### config.mk
export PLATFORM = sky130hd
export DESIGN_NAME = ball_motion_ctrl
export DESIGN_NICKNAME = d
export VERILOG_FILES = /design/src/rtl/ball_motion_ctrl.sv
export SDC_FILE = /design/constraint.sdc
export NUM_CORES = 1
export LEC_CHECK = 0
export ABC_CLOCK_PERIOD_IN_PS = 5900
export CELL_PAD_IN_SITES_DETAIL_PLACEMENT = 2
export CELL_PAD_IN_SITES_GLOBAL_PLACEMENT = 2
export CORE_UTILIZATION = 30
export CTS_CLUSTER_SIZE = 12
export DETAILED_ROUTE_END_ITERATION = 6
export PLACE_DENSITY_LB_ADDON = 0.1
export SYNTH_ARGS = -nofsm -noshare
export SYNTH_HDL_FRONTEND = slang
export SYNTH_SLANG_ARGS = --single-unit
export TNS_END_PERCENT = 30
### constraint.sdc
create_clock -name clk -period 5.9 [get_ports clk]
set_input_delay 1.77 -clock clk [delete_from_list [all_inputs] [get_ports clk]]
set_output_delay 1.77 -clock clk [all_outputs]
set_load 0.03 [all_outputs]
### src/rtl/ball_motion_ctrl.sv
// Per-frame ball scheduler for the pong display: moves the ball once per vsync,
// bounces it off the wall, the screen edges and the player bar, and runs serve/miss.
module ball_motion_ctrl #(
    parameter int BALL_SIZE   = 8,
    parameter int STEP        = 2,
    parameter int WALL_X      = 175,
    parameter int BAR_X       = 580,
    parameter int SCREEN_W    = 640,
    parameter int SCREEN_H    = 480,
    parameter int SERVE_X     = 320,
    parameter int SERVE_Y     = 236,
    parameter int MISS_FRAMES = 60
) (
    input  logic       clk,
    input  logic       reset,
    input  logic       vsync,
    input  logic       serve,
    input  logic [9:0] bar_top,
    input  logic [9:0] bar_bot,
    output logic [9:0] ball_x,
    output logic [9:0] ball_y,
    output logic       ball_vis,
    output logic [1:0] state,
    output logic       hit,
    output logic       frame_upd,
    output logic [7:0] miss_cnt
);

    localparam int HOLD_W = $clog2(MISS_FRAMES + 1);

    localparam logic signed [10:0] C_SIZE = 11'(BALL_SIZE);
    localparam logic signed [10:0] C_STEP = 11'(STEP);
    localparam logic signed [10:0] C_WALL = 11'(WALL_X);
    localparam logic signed [10:0] C_BAR  = 11'(BAR_X);
    localparam logic signed [10:0] C_W    = 11'(SCREEN_W);
    localparam logic signed [10:0] C_H    = 11'(SCREEN_H);

    typedef enum logic [1:0] {
        IDLE = 2'b00,
        RUN  = 2'b01,
        MISS = 2'b10,
        BAD  = 2'b11
    } state_t;

    state_t              state_q, state_n;
    logic                dx_q, dx_n;   // 1 = moving right
    logic                dy_q, dy_n;   // 1 = moving down
    logic [HOLD_W-1:0]   hold_q, hold_n;
    logic                vsync_d;
    logic                tick;

    logic [9:0]          x_n, y_n;
    logic                vis_n, hit_n, upd_n;
    logic [7:0]          miss_n;

    logic signed [10:0]  x_s, y_s, top_s, bot_s;
    logic signed [10:0]  nx, ny;
    logic                ndx, ndy, bar_bounce, off_screen;

    function automatic logic [7:0] sat_inc(input logic [7:0] v);
        return (v == 8'hFF) ? v : v + 8'd1;
    endfunction

    assign tick  = vsync & ~vsync_d;
    assign state = state_q;

    always_comb begin
        x_s   = $signed({1'b0, ball_x});
        y_s   = $signed({1'b0, ball_y});
        top_s = $signed({1'b0, bar_top});
        bot_s = $signed({1'b0, bar_bot});

        ny  = dy_q ? (y_s + C_STEP) : (y_s - C_STEP);
        ndy = dy_q;
        if (dy_q && (ny + C_SIZE >= C_H)) begin
            ny  = C_H - C_SIZE;
            ndy = 1'b0;
        end else if (!dy_q && (y_s < C_STEP)) begin
            ny  = '0;
            ndy = 1'b1;
        end

        // Horizontal resolution uses the post-vertical ny for the bar overlap test.
        nx         = dx_q ? (x_s + C_STEP) : (x_s - C_STEP);
        ndx        = dx_q;
        bar_bounce = 1'b0;
        off_screen = 1'b0;
        if (!dx_q && (nx <= C_WALL)) begin
            nx  = C_WALL;
            ndx = 1'b1;
        end else if (dx_q && (nx + C_SIZE >= C_BAR) && (x_s + C_SIZE <= C_BAR) &&
                     (ny + C_SIZE > top_s) && (ny < bot_s)) begin
            nx         = C_BAR - C_SIZE;
            ndx        = 1'b0;
            bar_bounce = 1'b1;
        end else if (dx_q && (nx + C_SIZE >= C_W)) begin
            off_screen = 1'b1;
        end

        state_n = state_q;
        x_n     = ball_x;
        y_n     = ball_y;
        dx_n    = dx_q;
        dy_n    = dy_q;
        vis_n   = ball_vis;
        hit_n   = 1'b0;
        upd_n   = 1'b0;
        miss_n  = miss_cnt;
        hold_n  = hold_q;

        case (state_q)
            IDLE: begin
                vis_n = 1'b1;
                if (serve) state_n = RUN;
            end
            RUN: begin
                if (tick) begin
                    if (off_screen) begin
                        state_n = MISS;
                        vis_n   = 1'b0;
                        miss_n  = sat_inc(miss_cnt);
                        hold_n  = HOLD_W'(MISS_FRAMES);
                    end else begin
                        x_n   = nx[9:0];
                        y_n   = ny[9:0];
                        dx_n  = ndx;
                        dy_n  = ndy;
                        hit_n = bar_bounce;
                        upd_n = 1'b1;
                    end
                end
            end
            MISS: begin
                if (tick) begin
                    if (hold_q <= HOLD_W'(1)) begin
                        state_n = IDLE;
                        x_n     = 10'(SERVE_X);
                        y_n     = 10'(SERVE_Y);
                        dx_n    = 1'b1;
                        dy_n    = 1'b1;
                        vis_n   = 1'b1;
                        hold_n  = '0;
                    end else begin
                        hold_n = hold_q - HOLD_W'(1);
                    end
                end
            end
            default: begin
                state_n = IDLE;
                x_n     = 10'(SERVE_X);
                y_n     = 10'(SERVE_Y);
                dx_n    = 1'b1;
                dy_n    = 1'b1;
                vis_n   = 1'b1;
                hold_n  = '0;
            end
        endcase
    end

    always_ff @(posedge clk or posedge reset) begin
        if (reset) begin
            state_q   <= IDLE;
            ball_x    <= 10'(SERVE_X);
            ball_y    <= 10'(SERVE_Y);
            dx_q      <= 1'b1;
            dy_q      <= 1'b1;
            ball_vis  <= 1'b1;
            hit       <= 1'b0;
            frame_upd <= 1'b0;
            miss_cnt  <= '0;
            hold_q    <= '0;
            vsync_d   <= 1'b1;
        end else begin
            state_q   <= state_n;
            ball_x    <= x_n;
            ball_y    <= y_n;
            dx_q      <= dx_n;
            dy_q      <= dy_n;
            ball_vis  <= vis_n;
            hit       <= hit_n;
            frame_upd <= upd_n;
            miss_cnt  <= miss_n;
            hold_q    <= hold_n;
            vsync_d   <= vsync;
        end
    end

endmodule

---- After elaboration in Yosys (flattened, before gate mapping) ----
Cells that the tools add are included.
Widths: inputs -> output; s select.
word-level totals
  register bits after elaboration ......... 42
  output and inout port bits .............. 33
  input bits .............................. 24
operators by class
  multiplexer cells ....................... 53
  $add $sub $neg .......................... 10
  reductions and logical operators ........ 18
  bitwise logic cells ..................... 4
  order comparisons ....................... 9
  eq/ne operators ......................... 11
operators with widths
  cell                   number
  $mux 10                10
  $pmux 10 s3            2
  $mux 11                4
  $add 11x5->11 const B  3
  $mux 6                 4
  $mux 1                 23
  $add 10x2->11 const B  2
  $ge 11x11->1 const B   2
  $sub 10x2->11 const B  2
  $pmux 6 s3             1
  $ne 2x2->1 const B     6
  $reduce_and 4->1       3
  $reduce_and 6->1       2
  $add 10x4->11 const B  1
  $ge 11x10->1 const B   1
  $gt 11x11->1           1
  $le 11x11->1 const B   1
  $le 11x9->1 const B    1
  $lt 11x11->1           1
  $lt 10x2->1 const B    1
  $mux 2                 5
  $reduce_and 5->1       2
  $add 8x1->8 const B    1
  $eq 8x8->1 const B     1
  other kinds (13)       25

---- Longest topological paths before layout ----
  depth after elaboration ................. 15
  mapped depth ............................ 30
  gate-level depth less buffers ........... 27

---- Least setup slack after synthesis ----
Ideal clock, no wire load.
  path type ............................... reg2reg
  start point ............................. register ball_y[1]
  end point ............................... register ball_x[1]
  stages on the path, launching flop included .. 28
  arrival ................................. 5.880 ns
  setup slack ............................. -0.102 ns
  data required time ...................... 5.778 ns
  buffers on the path ..................... 2
  path through ............................ dfrtp_1 -> inv_1 -> ha_1 -> or3b_4 -> o22ai_1 -> o21ai_0 -> xor2_1 -> a31oi_1 -> o21a_1 -> o21ai_1 -> inv_1 -> nor2_1 -> inv_1 -> ha_1 -> nand2_1 -> nor4_1 -> xnor2_1 -> ha_1 -> nand4_1 -> nor3_1 -> nor2_1 -> o221ai_1 -> or4_1 -> or4_1 -> buf_6 -> a211o_1 -> buf_6 -> a32o_1
on the way
  word-level cells in the longest chain between the ends .. 15
  elaborated cells on any way between the ends .. 24
RTL lines
  element                                                RTL line  RTL
  start, declared                                        21        output logic [9:0] ball_y,
  start signal, assigned                                 164       ball_y <= 10'(SERVE_Y);
  start signal, assigned                                 176       ball_y <= y_n;
  $sub 10x2->11 / $add 10x2->11 (equally long branches)  73        ny = dy_q ? (y_s + C_STEP) : (y_s - C_STEP);
  $mux 11                                                73
  $add 11x5->11                                          75        if (dy_q && (ny + C_SIZE >= C_H)) begin
  $ge 11x10->1                                           75
  $logic_and 1x1->1                                      75
  $mux 11 *                                              75
  $add 11x5->11                                          92        (ny + C_SIZE > top_s) && (ny < bot_s)) begin
  $gt 11x11->1                                           92
  $logic_and 1x1->1                                      91        end else if (dx_q && (nx + C_SIZE >= C_BAR) && (x_s + C_SIZE <= C_BAR) &&
  $logic_and 1x1->1 *                                    92
  $mux 10                                                91
  $mux 10                                                88        if (!dx_q && (nx <= C_WALL)) begin
  $mux 10                                                118       if (off_screen) begin
  $mux 10                                                117       if (tick) begin
  $pmux 10 s3                                            111       case (state_q)
  end signal, assigned                                   163       ball_x <= 10'(SERVE_X);
  end signal, assigned                                   175       ball_x <= x_n;
  end, declared                                          20        output logic [9:0] ball_x,
Mark *: on every way between the ends. The rest lies on a longest branch, timed or not. The select of a mux whose other input is x is not followed.
A chain may end at the register's enable or synchronous reset.

---- Final worst setup path ----
  start point ............................. register ball_y[1]
  end point ............................... register hold_q[1]
on the way
  word-level cells in the longest chain between the ends .. 14
  elaborated cells on any way between the ends .. 19
RTL lines
  element                                                RTL line  RTL
  $sub 10x2->11 / $add 10x2->11 (equally long branches)  73
  $mux 11                                                73
  $add 11x5->11                                          75
  $ge 11x10->1                                           75
  $logic_and 1x1->1                                      75
  $mux 11 *                                              75
  $add 11x5->11                                          92
  $gt 11x11->1                                           92
  $logic_and 1x1->1                                      91
  $logic_and 1x1->1 *                                    92
  $mux 1 *                                               91
  $mux 1 *                                               88
  $ne 2x2->1 (no source line) *                          n/a
  $reduce_and 4->1 (no source line) *                    n/a
  end signal, assigned                                   183       hold_q <= hold_n;
  end, declared                                          48        logic [HOLD_W-1:0] hold_q, hold_n;
Mark *: on every way between the ends. The rest lies on a longest branch, timed or not.

==> metrics.cfg <==
[detailed_routing]
avgViaCountPerCell=5.30
top_layer=met4
ant_nets=0
met1Wirelength_um=6240
wl_per_cell_um=18.5
drc=0
first_pass_iters=4
vias=3964
met3_length_um=342
wirelength_um=13900
drtIter0Drc=158
wl_met2_um=7170

[layout]
stdcell_count=748
post-route-util_pct=42.0
nFillCells=1423
drive_gt1_share_pct=20.3
final_area_um2=5360
fin_nets=640
area_delta_synth_final_pct=34.4
antenna_cells=0

[clock_network]
tritoncts=built
cts_buffers=5
cts_num_sinks=42
clk_path_buf_depth=2
htreeDepth=2
cts_root_buf=clkbuf_16
clkSlewWorstSetupHoldPaths_ns=0.06
clock_latency_ns=0.28
cts_hold_buf=0

[synth]
ys_ff_latch=42
ys_warn_count=0
ys_types=75
avgSynthCellArea_um2=8.29
synth_edf_count=0
yosysMostFrequentCell=inv_1
synth_largest_area_cell=dfrtp_1
synth_nets=546
synth_top_area_share_pct=19.4
post_synth_most_frequent_cells=inv_1, ha_1, nand2_1
yosysSeqAreaShare_pct=26.7
netlist_top_cells_area=dfrtp_1, ha_1, dfstp_2
synth_cells=481
syn-cell-area_um2=3990
async_flop_share_pct=100
ys.flop_type=dfrtp_1

[placement]
place_inst=723
hpwl_um=10500
port_buffers=56
pre_cts_slack_ns=-0.224
place_area_um2=4920
gp_congestion=0.857

[setup_path]
slowest_stage=or4_1
crit_fanout=7
cpPeakStageDelay_ns=0.52
critical_path_arrival_ns=5.89
path_class=flip-flop to flip-flop
cp-start-kind=flip-flop
end_kind=flip-flop
crit_required_ns=6.06
crit_top_cell=buf_4

[global_routing]
antenna_found_initial=0
grt_pass1_wl_um=22500
grt.overflow.total=0
track_usage_pct=20.0
grt_max_degree=43
grt_pass1_vias=4382

[die]
boundaryPins=57
core.rowCount=41
die_y_um=117
die_w_um=117
core-area_um2=12800
die_area_um2=13800
start_util_pct=31.2

[pwr]
power.leakage_nw=2.40
powerDensity_nw_per_um2=495
ir_drop_v=0.000217
total_power_mw=2.66

[flow_run]
max_cap_viol_count=0

[sta]
fin_crit_sh_pct=97.0
period_minus_slack_ns=5.72
setup_viol=0
fmax_mhz=175
relSlewSlack_pct=50.1
setup_slack_ns=0.177
fin_worst_skew_ns=0.00451
tightest_slew_ns=0.730
whs_ns=0.505
slew_violations=0
finalSetupTns_ns=0
final_hold_viol_count=0

[status]
status=complete, no violations

[min_path]
min_path_type=flip-flop to flip-flop

[repair_timing]
| action | 4_1_cts | 5_1_grt |
|---|---|---|
| endpoints found under the setup margin | 38 | 40 |
| setup buffers | 8 | 9 |
| gates resized for setup | 13 | 24 |
| hold endpoints to repair | 0 | 0 |
| pin swaps | 7 | 11 |
[critical path, delay by kind of cell, from the launching register on]
family                   cells  cell delay, ns
multiplexers                 1            0.28
buffers and inverters        6            0.86
adder cells (fa/ha/maj)      2            0.54
AND/OR/NAND/NOR             11            2.59
AO/OA/AOI/OAI                5            0.77
flip-flops                   1            0.40
XOR/XNOR                     1            0.16
[routing by layer]
layer / global-route usage, % / vias up
met2: 36.7 / 56
met4: 2.84 / 0
met3: 2.19 / 8
met1: 25.5 / 1991
met5: 0 / -
li1: - / 1909
[path summary, 6_finish.rpt]
| path | start | endpoint | slack (ns) | depth (start not counted) |
|---|---|---|---|---|
| worst min-delay path | miss_cnt[5] | miss_cnt[5] | 0.51 | 1 |
| worst min register to register | miss_cnt[5] | miss_cnt[5] | 0.51 | 1 |
| max in group asynchronous | reset | vsync_d | 3.58 | 3 |
| worst max register to register | ball_y[1] | hold_q[1] | 0.18 | 26 |
| min in group asynchronous | reset | state[0] | 1.94 | 3 |
| worst max-delay path | ball_y[1] | hold_q[1] | 0.18 | 26 |
[layout make-up]
cell class	instances	area (um^2)	area share [%]
clock buffers	7	133	2.47
inverters	49	184	3.43
clock inverters	1	30.0	0.560
repair buffers	104	938	17.5
well taps	172	215	4.01
flip-flops and latches	42	1060	19.9
multi-input cells	373	2800	52.2
[state kept, by name (all words and copies together), names as in the netlist, 2 cells and up]
signal / cells
miss_cnt: 8
hold_q: 6
ball_y: 10
state: 2
ball_x: 10
[power breakdown]
part / switching (mW) / leakage (nW) / internal (mW)
combinational: 1.07 / 1.79 / 0.808
sequential: 0.104 / 0.527 / 0.372
clock: 0.107 / 0.0781 / 0.200
total: 1.28 / 2.40 / 1.38
[cell usage in the layout, fill, tap and decap left out, types with 4 or more instances in the layout]
cell type,count
clkbuf_16,5
or3_1,7
buf_4,44
nor2_1,32
nand3_1,20
nor2b_1,8
nand2_1,36
a22o_1,5
xnor2_1,16
nor2_2,4
o21a_1,5
ha_1,38
dfrtp_1,31
inv_1,45
a21oi_1,21
a31oi_1,8
nand2b_1,11
o211ai_1,4
o21ai_0,22
mux2_2,4
nand4_1,7
dfstp_2,11
a32o_1,4
nor3_1,15
clkdlybuf4s50_1,56
xor2_1,10
and3_1,4
nor4_1,5
a21o_1,4
[logic make-up (layout without fill, tap and decap cells)]
| family | count (synthesis) | in the layout | synth area share (%) |
|---|---|---|---|
| muxes | 6 | 6 | 1.63 |
| buffers and inverters | 66 | 161 | 7.06 |
| and+or+nand+nor | 178 | 178 | 23.7 |
| DFF | 42 | 42 | 26.7 |
| AOI/OAI and AO/OA | 118 | 118 | 21.3 |
| adders and majority gates | 41 | 41 | 13.0 |
| xor gates and xnor gates | 30 | 30 | 6.59 |
Note: power is estimated with default switching activity, not from simulation.
